**src/rtl/cacheline_req_driver.sv**
```systemverilog
// Purpose: buffers domain-tagged requests, issues them one at a time to a cacheline, tracks monitored-domain hitmap and hit/miss counts.
// Latency: 2 cycles from enqueue into an idle, empty block to req_valid; response effects visible the cycle after resp_valid.
// Backpressure: in_ready drops while the FIFO is full; req_* held stable while req_valid && !req_ready.

// Purpose: small generic synchronous FIFO with a combinational head view.
// Latency: a written entry is visible at the head the cycle after the write edge.
// Backpressure: wr_rdy is !full and does not account for a same-cycle pop.
module cacheline_req_fifo #(
  parameter int W     = 17,
  parameter int DEPTH = 4
) (
  input  logic         clk,
  input  logic         rst,
  input  logic         wr_vld,
  input  logic [W-1:0] wr_dat,
  output logic         wr_rdy,
  input  logic         rd_pop,
  output logic [W-1:0] rd_dat,
  output logic         rd_vld
);

  localparam int AW = $clog2(DEPTH);

  // One extra pointer bit distinguishes full from empty when the indices match.
  logic [AW:0]  wr_ptr;
  logic [AW:0]  rd_ptr;
  logic [W-1:0] mem [DEPTH];
  logic         full;
  logic         empty;
  logic         do_wr;
  logic         do_rd;

  assign empty  = (wr_ptr == rd_ptr);
  assign full   = (wr_ptr[AW] != rd_ptr[AW]) && (wr_ptr[AW-1:0] == rd_ptr[AW-1:0]);
  assign wr_rdy = !full;
  assign rd_vld = !empty;
  assign rd_dat = mem[rd_ptr[AW-1:0]];
  assign do_wr  = wr_vld && !full;
  assign do_rd  = rd_pop && !empty;

  // Pointer update; pointers wrap naturally through the extra bit.
  always_ff @(posedge clk or negedge rst) begin
    if (!rst) begin
      wr_ptr <= '0;
      rd_ptr <= '0;
    end else begin
      if (do_wr) wr_ptr <= wr_ptr + (AW+1)'(1);
      if (do_rd) rd_ptr <= rd_ptr + (AW+1)'(1);
    end
  end

  // Storage is cleared on reset so the head view reads zero out of reset.
  always_ff @(posedge clk or negedge rst) begin
    if (!rst) begin
      for (int i = 0; i < DEPTH; i++) mem[i] <= '0;
    end else if (do_wr) begin
      mem[wr_ptr[AW-1:0]] <= wr_dat;
    end
  end

endmodule

// Purpose: request-side driver for one cacheline copy, with monitored-domain hitmap and saturating counters.
// Latency: enqueue->req_valid 2 cycles; one request per 2 cycles when responses come right after the handshake.
// Backpressure: upstream via in_ready (FIFO not full); downstream waits in ISSUE until req_ready.
module cacheline_req_driver #(
  parameter int WAYS    = 8,
  parameter int TAG_W   = 16,
  parameter int DEPTH   = 4,
  parameter int TIMEOUT = 15
) (
  input  logic                     clk,
  input  logic                     rst,
  input  logic                     in_valid,
  output logic                     in_ready,
  input  logic                     in_domain,
  input  logic [TAG_W-1:0]         in_tag,
  output logic                     req_valid,
  input  logic                     req_ready,
  output logic                     req_domain,
  output logic [TAG_W-1:0]         req_tag,
  input  logic                     resp_valid,
  input  logic                     resp_hit,
  input  logic [$clog2(WAYS)-1:0]  resp_way,
  input  logic                     mon_domain,
  input  logic                     hitmap_clr,
  output logic [WAYS-1:0]          hitmap,
  output logic [15:0]              hit_cnt,
  output logic [15:0]              miss_cnt,
  output logic                     busy,
  output logic                     err
);

  localparam int TCNT_W = $clog2(TIMEOUT + 1);

  typedef struct packed {
    logic             dom;
    logic [TAG_W-1:0] tag;
  } req_t;

  typedef enum logic [1:0] {
    S_IDLE  = 2'd0,
    S_ISSUE = 2'd1,
    S_WAIT  = 2'd2
  } state_t;

  state_t            state_q;
  state_t            state_d;
  req_t              wr_req;
  req_t              head;
  logic              head_vld;
  logic              push;
  logic              fifo_pop;
  logic              resp_take;
  logic              timeout;
  logic              cur_dom;
  logic [TCNT_W-1:0] tcnt_q;

  assign wr_req = '{dom: in_domain, tag: in_tag};
  assign push   = in_valid && in_ready;

  cacheline_req_fifo #(
    .W     ($bits(req_t)),
    .DEPTH (DEPTH)
  ) u_fifo (
    .clk    (clk),
    .rst    (rst),
    .wr_vld (in_valid),
    .wr_dat (wr_req),
    .wr_rdy (in_ready),
    .rd_pop (fifo_pop),
    .rd_dat (head),
    .rd_vld (head_vld)
  );

  assign req_domain = head.dom;
  assign req_tag    = head.tag;
  assign busy       = (state_q != S_IDLE) || head_vld;

  // FSM state register.
  always_ff @(posedge clk or negedge rst) begin
    if (!rst) state_q <= S_IDLE;
    else      state_q <= state_d;
  end

  // Next-state and handshake decode; a response wins over a timeout in the same cycle.
  always_comb begin
    state_d   = state_q;
    req_valid = 1'b0;
    fifo_pop  = 1'b0;
    resp_take = 1'b0;
    timeout   = 1'b0;
    case (state_q)
      S_IDLE: begin
        if (head_vld) state_d = S_ISSUE;
      end
      S_ISSUE: begin
        req_valid = 1'b1;
        if (req_ready) begin
          fifo_pop = 1'b1;
          state_d  = S_WAIT;
        end
      end
      S_WAIT: begin
        if (resp_valid) begin
          resp_take = 1'b1;
          // Include this cycle's enqueue so a request arriving now is not delayed by an IDLE hop.
          state_d   = (head_vld || push) ? S_ISSUE : S_IDLE;
        end else if (tcnt_q == TCNT_W'(TIMEOUT - 1)) begin
          timeout = 1'b1;
          state_d = S_IDLE;
        end
      end
      default: state_d = S_IDLE;
    endcase
  end

  // Capture the domain of the issued request and count WAIT cycles since the handshake.
  always_ff @(posedge clk or negedge rst) begin
    if (!rst) begin
      cur_dom <= 1'b0;
      tcnt_q  <= '0;
    end else if (fifo_pop) begin
      cur_dom <= head.dom;
      tcnt_q  <= '0;
    end else if (state_q == S_WAIT && !resp_valid && !timeout) begin
      tcnt_q  <= tcnt_q + TCNT_W'(1);
    end
  end

  // Sticky error: timeout or a response arriving when none is outstanding.
  always_ff @(posedge clk or negedge rst) begin
    if (!rst) begin
      err <= 1'b0;
    end else if (timeout || (resp_valid && state_q != S_WAIT)) begin
      err <= 1'b1;
    end
  end

  // Saturating hit and miss counters; they update even when the hitmap is being cleared.
  always_ff @(posedge clk or negedge rst) begin
    if (!rst) begin
      hit_cnt  <= '0;
      miss_cnt <= '0;
    end else if (resp_take) begin
      if (resp_hit) begin
        if (hit_cnt != 16'hFFFF) hit_cnt <= hit_cnt + 16'd1;
      end else begin
        if (miss_cnt != 16'hFFFF) miss_cnt <= miss_cnt + 16'd1;
      end
    end
  end

  // Hitmap: clear wins; a hit marks the way for the monitored domain, a refill leaves it set only for that domain.
  always_ff @(posedge clk or negedge rst) begin
    if (!rst) begin
      hitmap <= '0;
    end else if (hitmap_clr) begin
      hitmap <= '0;
    end else if (resp_take) begin
      if (resp_hit) begin
        if (cur_dom == mon_domain) hitmap[resp_way] <= 1'b1;
      end else begin
        hitmap[resp_way] <= (cur_dom == mon_domain);
      end
    end
  end

endmodule

```
**config.mk**
```make
export PLATFORM = sky130hd
export DESIGN_NAME = cacheline_req_driver
export DESIGN_NICKNAME = d
export VERILOG_FILES = /design/src/rtl/cacheline_req_driver.sv
export SDC_FILE = /design/constraint.sdc
export NUM_CORES = 1
export LEC_CHECK = 0
export CORE_ASPECT_RATIO = 1.75
export CORE_MARGIN = 4
export CORE_UTILIZATION = 45
export CTS_CLUSTER_SIZE = 20
export DETAILED_ROUTE_END_ITERATION = 10
export PLACE_DENSITY = 0.68
export SLEW_MARGIN = 20
export SYNTH_ARGS = -nofsm -noshare
export SYNTH_HDL_FRONTEND = slang
export SYNTH_SLANG_ARGS = --single-unit
export TNS_END_PERCENT = 10
```
**constraint.sdc**
```tcl
create_clock -name clk -period 6.4 [get_ports clk]
set_input_delay 1.28 -clock clk [delete_from_list [all_inputs] [get_ports clk]]
set_output_delay 1.28 -clock clk [all_outputs]
set_load 0.005 [all_outputs]
```
# Yosys cells after proc, flatten, opt, wreduce, memory -nomap -nowiden
# Cells that the tools add are included.
word_totals:
  register_bits: 122
  latch_bits: 0
  mem_bits_rw: 0
  rom_bits: 0
  in_bits: 28
  out_inout_bits: 61
  word_cells: 93
  n_memories: 0
op_classes:
  add_sub_neg: 5
  multipliers: 0
  div_mod_pow: 0
  order_cmp: 5
  n_eq_ne: 14
  n_shift: 0
  mux: 29
  bitwise: 4
  reduce_logical: 23
op_table:
  columns: ["operator", "n"]
  rows:
  - ["68-bit bitwise mux", 1]
  - ["17-bit 2-to-1 mux", 3]
  - ["17-bit binary-select mux with 2-bit select", 1]
  - ["17-bit demux with 2-bit select", 1]
  - ["16-bit by 1-bit adder with 16-bit output, second input constant", 2]
  - ["8-bit 2-to-1 mux", 4]
  - ["16-bit != test, second input constant", 2]
  - ["1-bit 2-to-1 mux", 10]
  - ["3-bit AND reduction", 3]
  - ["8-bit bitwise mux", 1]
  - ["1-bit logical AND", 8]
  - ["2-bit 2-to-1 mux", 4]
  - ["4-bit 2-to-1 mux", 2]
  - ["8-bit OR", 1]
  - ["3-bit by 1-bit adder with 3-bit output, second input constant", 2]
  - ["3-bit >= comparator, second input constant", 2]
  - ["2-bit != test, second input constant", 3]
  - ["2-bit inverter with 3-bit output", 2]
  - ["2-bit case mux with 3 select lines", 1]
  - ["2-bit nonzero test", 3]
  - ["4-bit by 1-bit adder with 4-bit output, second input constant", 1]
  - ["4-bit equality test, second input constant", 1]
  - ["1-bit logical NOT", 4]
  - ["3-bit by 4-bit less-than comparator with 1-bit output, second input constant", 1]
  - ["15 further kinds", 17]

# Depth between registers and ports, before layout
depth:
  ltp_word: 9
  depth_mapped: 8
  ltp_nobuf: 7

# Cells and area by module
# From an unflattened synthesis, not the netlist that was laid out.
hier_totals:
  cells_unflattened: 430
  area_unflattened_um2: 6048.3
modules_own_cells:
  columns: ["module", "instances", "cells_per_inst", "area_each_um2", "seq_area_each_um2"]
  rows:
  - ["cacheline_req_fifo", 1, 207, 3606.0, 1851.8]
  - ["cacheline_req_driver", 1, 223, 2442.3, 1201.2]

# Worst setup path before layout
# Ideal clock, no wire load.
synth_path:
  kind: "register to output"
  startpoint: "reg u_fifo.rd_ptr[0]"
  endpoint: "out req_tag[10]"
  arrival_time_ns: 1.325
  required_ns: 5.120
  setup_slack_ns: 3.795
  path_stages_with_launch: 4
  path_buffers: 2
  cell_sequence: "dfrtp_1 > buf_6 > buf_2 > mux4_2"
synth_via:
  elab_chain_cells: 4
synth_lines:
  columns: ["element", "line_no", "text"]
  rows:
  - ["start, declared", "26", "logic [AW:0] rd_ptr;"]
  - ["start signal, assigned", "48", "if (do_rd) rd_ptr <= rd_ptr + (AW+1)'(1);"]
  - ["2-bit inverter with 3-bit output (not written as such)", "37", "assign rd_dat = mem[rd_ptr[AW-1:0]];"]
  - ["17-bit binary-select mux with 2-bit select", "37", null]
  - ["17-bit 2-to-1 mux (not written as such) (2 in series)", "37", null]
  - ["end, declared", "81", "output logic [TAG_W-1:0] req_tag,"]
# No other way between the ends. The select of a mux whose other input is x is not followed.

# Worst setup path after layout
layout_path:
  startpoint: "reg u_fifo.rd_ptr[1]"
  endpoint: "out in_ready"
layout_via:
  elab_chain_cells: 3
layout_lines:
  columns: ["element", "line_no", "text"]
  rows:
  - ["2-bit equality test", "34", "assign full = (wr_ptr[AW] != rd_ptr[AW]) && (wr_ptr[AW-1:0] == rd_ptr[AW-1:0]);"]
  - ["1-bit logical AND", "34", null]
  - ["1-bit logical NOT", "35", "assign wr_rdy = !full;"]
  - ["end, declared", "75", "output logic in_ready,"]
# No other way between the ends.

==> reports/results.tsv <==
stage	metric	value	unit
worst_setup_path	cp_max_fo	20	
clock_network	clock_path_buffers	2	
drt	drt_iter0_drc	121	
final_layout	diodes	0	
power	power-per-cell-area	465	mW/mm²
grt	grt-ovfl-total	0	
drt	num_vias	3729	
sta	max_freq	269	MHz
floorplan	start_util	45.7	%
synthesis	yosysUniqueCellTypes	45	
worst_setup_path	critPathMaxStageDelay	0.95	ns
grt	grt_pass1_wl	20500	µm
floorplan	fp.dieH	159	µm
drt	via_per_inst	5.35	
worst_setup_path	crit_chain	xor2_1 > or3_4 > clkdlybuf4s50_1	
final_layout	area_growth	26.0	%
sta	fin_ws	2.68	ns
clock_network	htreeDepth	4	
place	hpwl	8460	µm
clock_network	post_cts_resized	0	
sta	skew	0.0115	ns
place	gp_congestion	0.821	
worst_setup_path	cp-start-kind	flip-flop	
worst_setup_path	critPathTopFamily	flip-flops	
clock_network	clk_latency	0.41	ns
drt	postRouteWirelength	12200	µm
grt	antenna_found_initial	0	
synthesis	synth_edf_count	0	
synthesis	ys_ff_latch	122	
synthesis	syn_nets	455	
final_layout	design_area	0.00741	mm²
sta	worst_pin_slew	0.934	ns
sta	finalCritPeriodShare	58.2	%
drt	ant_nets	0	
drt	wl_per_cell	17.5	µm
drt	drc_errors	0	
outcome	status	completed	
sta	setup_viol	0	
clock_network	clkSinkCount	122	
synthesis	ys_seq_area_share	51.9	%
grt	grt_pass1_vias	4046	
synthesis	yosysWarnings	0	
worst_setup_path	worstSetupPathType	reg2out	
power	p_leak	3.31	nW
final_layout	finalNetCount	551	
floorplan	rows	55	
synthesis	netlist_instances	418	
clock_network	cts_tree	built	
synthesis	syn_area	0.00588	mm²
clock_network	cts_hold_buf	0	
sta	fin_setup_tns	0	ns
place	dp.cells	666	
clock_network	postCtsSetupBuffers	0	
synthesis	synthTopCellsByArea	dfrtp_1 52%, mux2_4 10%, mux2_2 6.7%, mux4_2 4.2%, xnor2_1 2.8%	
sta	slew_viol_final	0	
synthesis	syn_area_per_cell	14.1	µm²
worst_setup_path	required	5.12	ns
sta	min_period	3.72	ns
floorplan	die_area	0.0150	mm²
synthesis	synth.top_cell.area_share	51.9	%
worst_setup_path	arrival	2.44	ns
synthesis	yosysTopAreaCell	dfrtp_1	
sta	rsz0062_at_grt	false	
worst_setup_path	critical_path_buf_inv_count	1	
power	ir_drop	209	µV
job	cap_violations	0	
synthesis	synth-async-reset-ratio	100	%
sta	relSlewSlack	37.8	%
clock_network	root_buffer	clkbuf_16	
final_layout	instances_no_fill	697	
power	power.total	3.44	mW
floorplan	die_w	94.4	µm
worst_hold_path	worstHoldPathType	reg2reg	
grt	grt_use_total	17.5	%
synthesis	postSynth.topFlopCell	dfrtp_1	
place	dpl_worst_slack	2.83	ns
final_layout	drive_gt1_share	24.5	%
drt	first_pass_iters	4	
clock_network	path_clk_slew	0.05	ns
grt	grt_max_degree	74	
worst_setup_path	cp_slowest_cell	dfrtp_1	
worst_setup_path	end_kind	primary output	
clock_network	numCtsBuffers	17	
floorplan	io_pins	89	
place	place_area	0.00685	mm²
sta	hold_viol	0	
place	io_buffers	88	
floorplan	coreArea	0.0129	mm²
[path summary, 6_finish.rpt]
check,from,end,slack [ns],depth (start not counted)
min in group asynchronous,rst,hitmap[4]$_DFFE_PN0P_,0.99,1
max reg2reg,u_fifo.rd_ptr[1]$_DFFE_PN0P_,u_fifo.mem[35]$_DFFE_PN0P_,3.85,5
max in group asynchronous,rst,u_fifo.mem[9]$_DFFE_PN0P_,4.19,2
min reg2reg,err$_DFFE_PN0P_,err$_DFFE_PN0P_,0.48,2
max,u_fifo.rd_ptr[1]$_DFFE_PN0P_,in_ready,2.68,3
min,err$_DFFE_PN0P_,err$_DFFE_PN0P_,0.48,2
[routing by layer]
metal / vias to the layer above / routed length (µm) / track usage (%)
met1: 1907 / 4820 / 20.1
met5: - / 0 / 0
met3: 20 / 489 / 4.82
met4: 0 / 244 / 6.18
met2: 86 / 6650 / 30.9
li1: 1716 / - / -
[Yosys cell counts, types with 3 or more instances]
cell and instances:
buf_12 5, mux4_2 11, and4_1 3, dfrtp_1 122
xor2_1 17, nor3_1 6, mux2_2 35, ha_1 9
o21ai_0 15, nand2b_1 4, xnor2_1 19, nand4_1 9
nor4_1 5, nand3_1 13, a21oi_1 11, clkbuf_1 5
nand2_1 21, nor2_1 15, a22o_1 3, and3_1 10
mux2_4 39, mux4_1 6, nand2_8 4, inv_1 5
nor2b_1 3
[stage by stage]
step	hold WS (ns)	util (%)
global route	0.505	57.6
detailed placement	0.469	53.2
global placement	0.470	53.2
CTS	0.481	57.6
finish	0.475	57.6
floorplan	0.465	-
[state kept, by name, indices dropped and copies added (netlist names)]
name / flops
u_fifo.mem: 68
hit_cnt: 16
hitmap: 8
miss_cnt: 16
err: 1
cur_dom: 1
u_fifo.wr_ptr: 3
tcnt_q: 4
state_q: 2
u_fifo.rd_ptr: 3
[cells in the final DEF, fill, tap and decap left out, types with 4 or more instances in the layout]
master,synthesis,routed
clkdlybuf4s50_1,0,87
clkbuf_8,0,5
nor2_1,15,15
o21ai_0,15,15
ha_1,9,9
xnor2_1,19,19
mux4_2,11,11
nand4_1,9,9
inv_1,5,5
and3_1,10,10
clkbuf_16,0,17
nand2b_1,4,4
nand3_1,13,13
dfrtp_1,122,122
clkinv_2,0,6
mux2_2,35,35
nand2_1,21,21
nand2_8,4,4
xor2_1,17,17
nor4_1,5,5
mux2_4,39,39
mux4_1,6,6
a21oi_1,11,11
nor3_1,6,6
[cell type report]
cell class	instances	area, µm²
well taps	171	214
repair buffers	90	893
clock inverters	8	67.6
flip-flops and latches	122	3050
clock buffers	23	498
inverters	5	18.8
multi-input cells	278	2670
fillers	1082	5450
[worst reg2reg max path: cells and delay by family, from the launching register on]
kind,cells,cell delay (ns)
AND/OR/NAND/NOR,3,0.86
flip-flops,1,0.95
XOR/XNOR,1,0.24
multiplexers,1,0.38
[where the power goes]
| part | switching (mW) | leakage, nW | internal (mW) |
|---|---|---|---|
| Sequential | 0.198 | 1.53 | 1.05 |
| Clock | 0.322 | 0.284 | 0.578 |
| Combinational | 0.463 | 1.49 | 0.833 |
| Total | 0.983 | 3.31 | 2.46 |
[logic make-up after synthesis]
kind of cell / share of synthesized area, %
XOR/XNOR: 5.36
AO/OA/AOI/OAI: 3.76
adder cells (fa/ha/maj): 1.91
flip-flops: 51.9
multiplexers: 23.5
AND/OR/NAND/NOR: 10.8
buffers and inverters: 2.74
Power figures use the tool's default switching activity.
==> patch 1, RTL diff (same flow settings) <==
Register the output `hit_cnt` once more, without a reset; this adds one clock of latency there. The other outputs are not delayed to match.
--- a/src/rtl/cacheline_req_driver.sv
+++ b/src/rtl/cacheline_req_driver.sv
@@ -106,2 +106,4 @@
 
+  logic [15:0] hit_cnt_s0;
+
   state_t            state_q;
@@ -202,3 +204,3 @@
     if (!rst) begin
-      hit_cnt  <= '0;
+      hit_cnt_s0 <= '0;
       miss_cnt <= '0;
@@ -206,3 +208,3 @@
       if (resp_hit) begin
-        if (hit_cnt != 16'hFFFF) hit_cnt <= hit_cnt + 16'd1;
+        if (hit_cnt_s0 != 16'hFFFF) hit_cnt_s0 <= hit_cnt_s0 + 16'd1;
       end else begin
@@ -228,2 +230,6 @@
 
+  always_ff @(posedge clk) begin
+    hit_cnt <= hit_cnt_s0;
+  end
+
 endmodule
Check against the original RTL: not equivalent (Yosys sat finds a counterexample within 10 cycles, from zero or initial values and one cycle with rst low).
==> patch 1 against the unedited design <==
Setup slack got worse by 0.29 ns; area after synthesis increased by 8.3%; design area increased by 6.7%; sequential power increased by 10%; cell count increased by 5.0%; die area increased by 7.7%; core utilization decreased by 0.72 points; count of clock-buffer cells in the layout increased by 1; sequential cell count increased by 16; clock skew decreased by 0.0027 ns; wire length increased by 5.8%; total power increased by 7.6%.
==> patch 1: results (changes against the unedited design) <==
| Metric | Value |
|---|---|
| Final worst path period share | `62.7% (+4.5 points)` |
| Switching power total | `1020 uW (+3.9%)` |
| Nets | `579 (+5.1%)` |
| Crit path to | `busy` |
| Worst hold slack | `0.413 ns (-0.0618 ns)` |
| Final GP Congestion | `0.773 (-5.8%)` |
| Met3 usage | `3.40% (-1.4 points)` |
| R2R Setup Slk | `3.40 ns (-0.45 ns)` |
| Top cells by count, synth | `dfrtp_1 (122), mux2_4 (39), mux2_2 (33), xor2_1 (28), nand3_1 (18)` |
| Dpl ws | `2.81 ns (-0.0175 ns)` |
| WL met2 | `7070 um (+6.4%)` |
| Worst R2R End | `u_fifo.mem[49]` |
| Clock network power share | `27.9% (+1.8 points)` |
| Worst Path Arrival | `2.73 ns (+0.29 ns)` |
| Status | `completed` |
| Final Non-Filler Cells | `732 (+5.0%)` |
| Placed inst area | `7290 sq um (+6.4%)` |
| Crit-path max cell delay | `1.08 ns (+0.13 ns)` |
| Pleak | `0.00345 uW (+4.4%)` |
| Share of post-route cells with drive strength above 1 | `24.3% (-0.20 points)` |
| Detailed-placement wirelength estimate | `8860 um (+4.7%)` |
| Detailed-route via count | `3,928 (+5.3%)` |
| First-pass GRT wire length | `21,400 um (+4.4%)` |
| Grt met2 use | `31.1% (+0.22 points)` |
| Compound-gate portion of the synthesized area | `3.75% (-0.013 points)` |
| Seq. pwr | `1380 uW (+10%)` |
## patch 1: cell type report
type / instances / area (sq um)
Clock inverter: 8 / 143
Timing Repair Buffer: 90 / 893
Multi-Input combinational cell: 289 / 2780
Sequential cell: 138 / 3370
Tap cell: 177 / 221
Inverter: 6 / 22.5
Clock buffer: 24 / 482
Fill cell: 1164 / 5990
## patch 1: worst min-delay path by stage
stage | start | depth (start not counted) | to
finish | hit_cnt_s0[13] | 0 | hit_cnt[13]
global route | hit_cnt_s0[14] | 0 | hit_cnt[14]
CTS | hit_cnt_s0[13] | 0 | hit_cnt[13]
detailed placement | hit_cnt_s0[13] | 0 | hit_cnt[13]
global placement | hit_cnt_s0[13] | 0 | hit_cnt[13]
floorplan | hit_cnt_s0[13] | 0 | hit_cnt[13]
## patch 1: critical path: cells and delay by family, from the launching register on
| family | cells | cell delay [ns] |
|---|---|---|
| and+or+nand+nor | 2 | 0.57 |
| buffers and inverters | 1 | 0.46 |
| DFF | 1 | 1.08 |
| xor gates and xnor gates | 1 | 0.21 |
==> patch 2, RTL diff (config.mk and constraints unchanged) <==
Without the edit above. `DEPTH` is set to 4 in 2 places; all go to 2.
--- a/src/rtl/cacheline_req_driver.sv
+++ b/src/rtl/cacheline_req_driver.sv
@@ -9,3 +9,3 @@
   parameter int W     = 17,
-  parameter int DEPTH = 4
+  parameter int DEPTH = 2
 ) (
@@ -68,3 +68,3 @@
   parameter int TAG_W   = 16,
-  parameter int DEPTH   = 4,
+  parameter int DEPTH   = 2,
   parameter int TIMEOUT = 15
Behaviour: not the same (a bounded check fails within 4 cycles, from zero or initial values and one cycle with rst low).
==> patch 2 against the unedited design <==
Die area down 29%; hold slack improved by 0.0087 ns; setup slack lost 0.0051 ns; clock power fell by 45%; sequential cell count down 36; maximum frequency is 0.14% lower; design area down 28%; largest power group is now registers; critical path depth is 1 higher; first-iteration DRC count increased by 49%; area after synthesis decreased by 31%; wire length is 32% lower; total power down 40%; highest routed layer unchanged.
==> patch 2: results (changes against the unedited design) <==
| Metric | Value |
|---|---|
| Status | `completed` |
| Regs by FF count | `u_fifo.mem: 34 flops, hit_cnt: 16 flops, miss_cnt: 16 flops` |
| WL met2 | `4370 um (-34%)` |
| Worst r2r path cells | `4 (-1)` |
| Vias in the first global route | `3,025 (-25%)` |
| YS warnings | `0 (unchanged)` |
| CP delay by family, top | `flip-flops` |
| H-Tree Depth | `3 (-1)` |
| Initial antenna violation count | `0 (unchanged)` |
| Worst Skew | `0.00245 ns (-0.00906 ns)` |
| Worst IR Drop VDD | `0.296 mV (+42%)` |
| Worst Path Arrival | `approximately 2.5 ns` |
| Nets | `450 (-18%)` |
| Final GP Congestion | `0.775 (-5.6%)` |
| Worst R2R Start | `u_fifo.rd_ptr[0]` |
| Ant. Diodes | `0 (unchanged)` |
| Worst Hold Launch | `err` |
| Share of post-route cells with drive strength above 1 | `19.2% (-5.3 points)` |
| Pleak | `0.00232 uW (-30%)` |
| Crit-path max cell delay | `0.93 ns (-0.02 ns)` |
| Dpl ws | `3.03 ns (+0.201 ns)` |
| Skew-Pair Late Insertion Delay | `0.33 ns (-0.08 ns)` |
| Largest net degree at the start of global routing | `87 (+18%)` |
| Worst setup SP type | `register` |
| Clk buf depth | `2 (unchanged)` |
| Slew Limit Headroom | `40.3% (+2.6 points)` |
| Dominant synthesized flop cell | `dfrtp_1` |
| Final Non-Filler Cells | `539 (-23%)` |
| Post-Syn Nets | `356 (-22%)` |
| WHS Path Cells | `2 (unchanged)` |
| Routed met1 length | `3380 um (-30%)` |
| Synth unique cells | `45 (unchanged)` |
| Vias per cell | `5.28 (-1.4%)` |
| Top cells by area, synth | `dfrtp_1 (53%), mux2_2 (15%), xor2_1 (5.9%), nand3_1 (2.1%), nor3_1 (2.0%)` |
| Ys async rst share | `100% (unchanged)` |
| Top cells by count, synth | `dfrtp_1 (86), mux2_2 (54), xor2_1 (27), nand2_1 (19), nand3_1 (17)` |
| DR WL/cell | `15.4 um (-12%)` |
| First-pass GRT wire length | `14,100 um (-31%)` |
| 1st-iter DRT viols | `180 (+49%)` |
| DP Cell Count | `524 (-21%)` |
| CTS clk-pin slew, worst paths | `roughly 0.06 ns` |
| Seq/Total Area, Yosys | `53.3% (+1.5 points)` |
| Total Routing Usage GR | `16.9% (-0.66 points)` |
| WL met3 | `364 um (-26%)` |
| Mapped Cells | `324 (-22%)` |
| CP max-delay cell | `dfrtp_1` |
| Uppermost layer routed | `met4` |
| Fillers | `739 (-32%)` |
| Detailed-placement wirelength estimate | `5910 um (-30%)` |
| Num CTS Buffers | `9 (-8)` |
| Placed inst area | `5040 sq um (-26%)` |
| CP Max Fanout | `20 (unchanged)` |
==> patch 2: changes by cell type after synthesis, moves of 10 or more <==
| cell | before | now |
|---|---|---|
| mux4_2 | 11 | 0 |
| nor3_1 | 6 | 16 |
| dfrtp_1 | 122 | 86 |
| xnor2_1 | 19 | 8 |
| nor2_1 | 15 | 5 |
| mux2_2 | 35 | 54 |
| xor2_1 | 17 | 27 |
| mux2_4 | 39 | 1 |
==> patch 2: cell type report <==
class,instances,area [sq um],share of cell area (%)
inverters,4,15.0,0.282
well taps,117,146,2.75
multi-input cells,229,1840,34.6
clock buffers,15,288,5.40
repair buffers,88,882,16.6
flip-flops and latches,86,2150,40.4
==> patch 2: final timing paths <==
path / end / slack (ns)
worst max-delay path: busy / 2.67
worst min-delay path: err / 0.48
worst max register to register: u_fifo.mem[9] / 4.14
worst min register to register: err / 0.48
max in group asynchronous: miss_cnt[1] / 4.87
min in group asynchronous: miss_cnt[13] / 0.99
==> patch 2: logic make-up after synthesis <==
group | Yosys count | share of synthesized area, %
simple gates | 108 | 17.0
flops | 86 | 53.3
mux | 56 | 15.7
xor+xnor | 35 | 7.60
compound gates | 26 | 4.19
buf+inv | 9 | 0.961
fa+ha+maj | 4 | 1.24
==> patch 2: power by group <==
part / switching (uW) / total [uW] / internal [uW]
clock network: 193 / 497 / 304
registers: 127 / 828 / 701
logic: 248 / 728 / 480
total: 569 / 2050 / 1480
==> patch 2: layer usage <==
| metal | global-route usage (%) | up-vias |
|---|---|---|
| li1 | - | 1365 |
| met1 | 19.7 | 1393 |
| met4 | 7.46 | 0 |
| met3 | 3.86 | 13 |
| met2 | 29.0 | 73 |
| met5 | 0 | - |
==> patch 2: worst min-delay path, stage by stage, from the launching register on <==
cell	delay (ns)
dfrtp_1	0.35
a21oi_1	0.04
o31ai_1	0.05
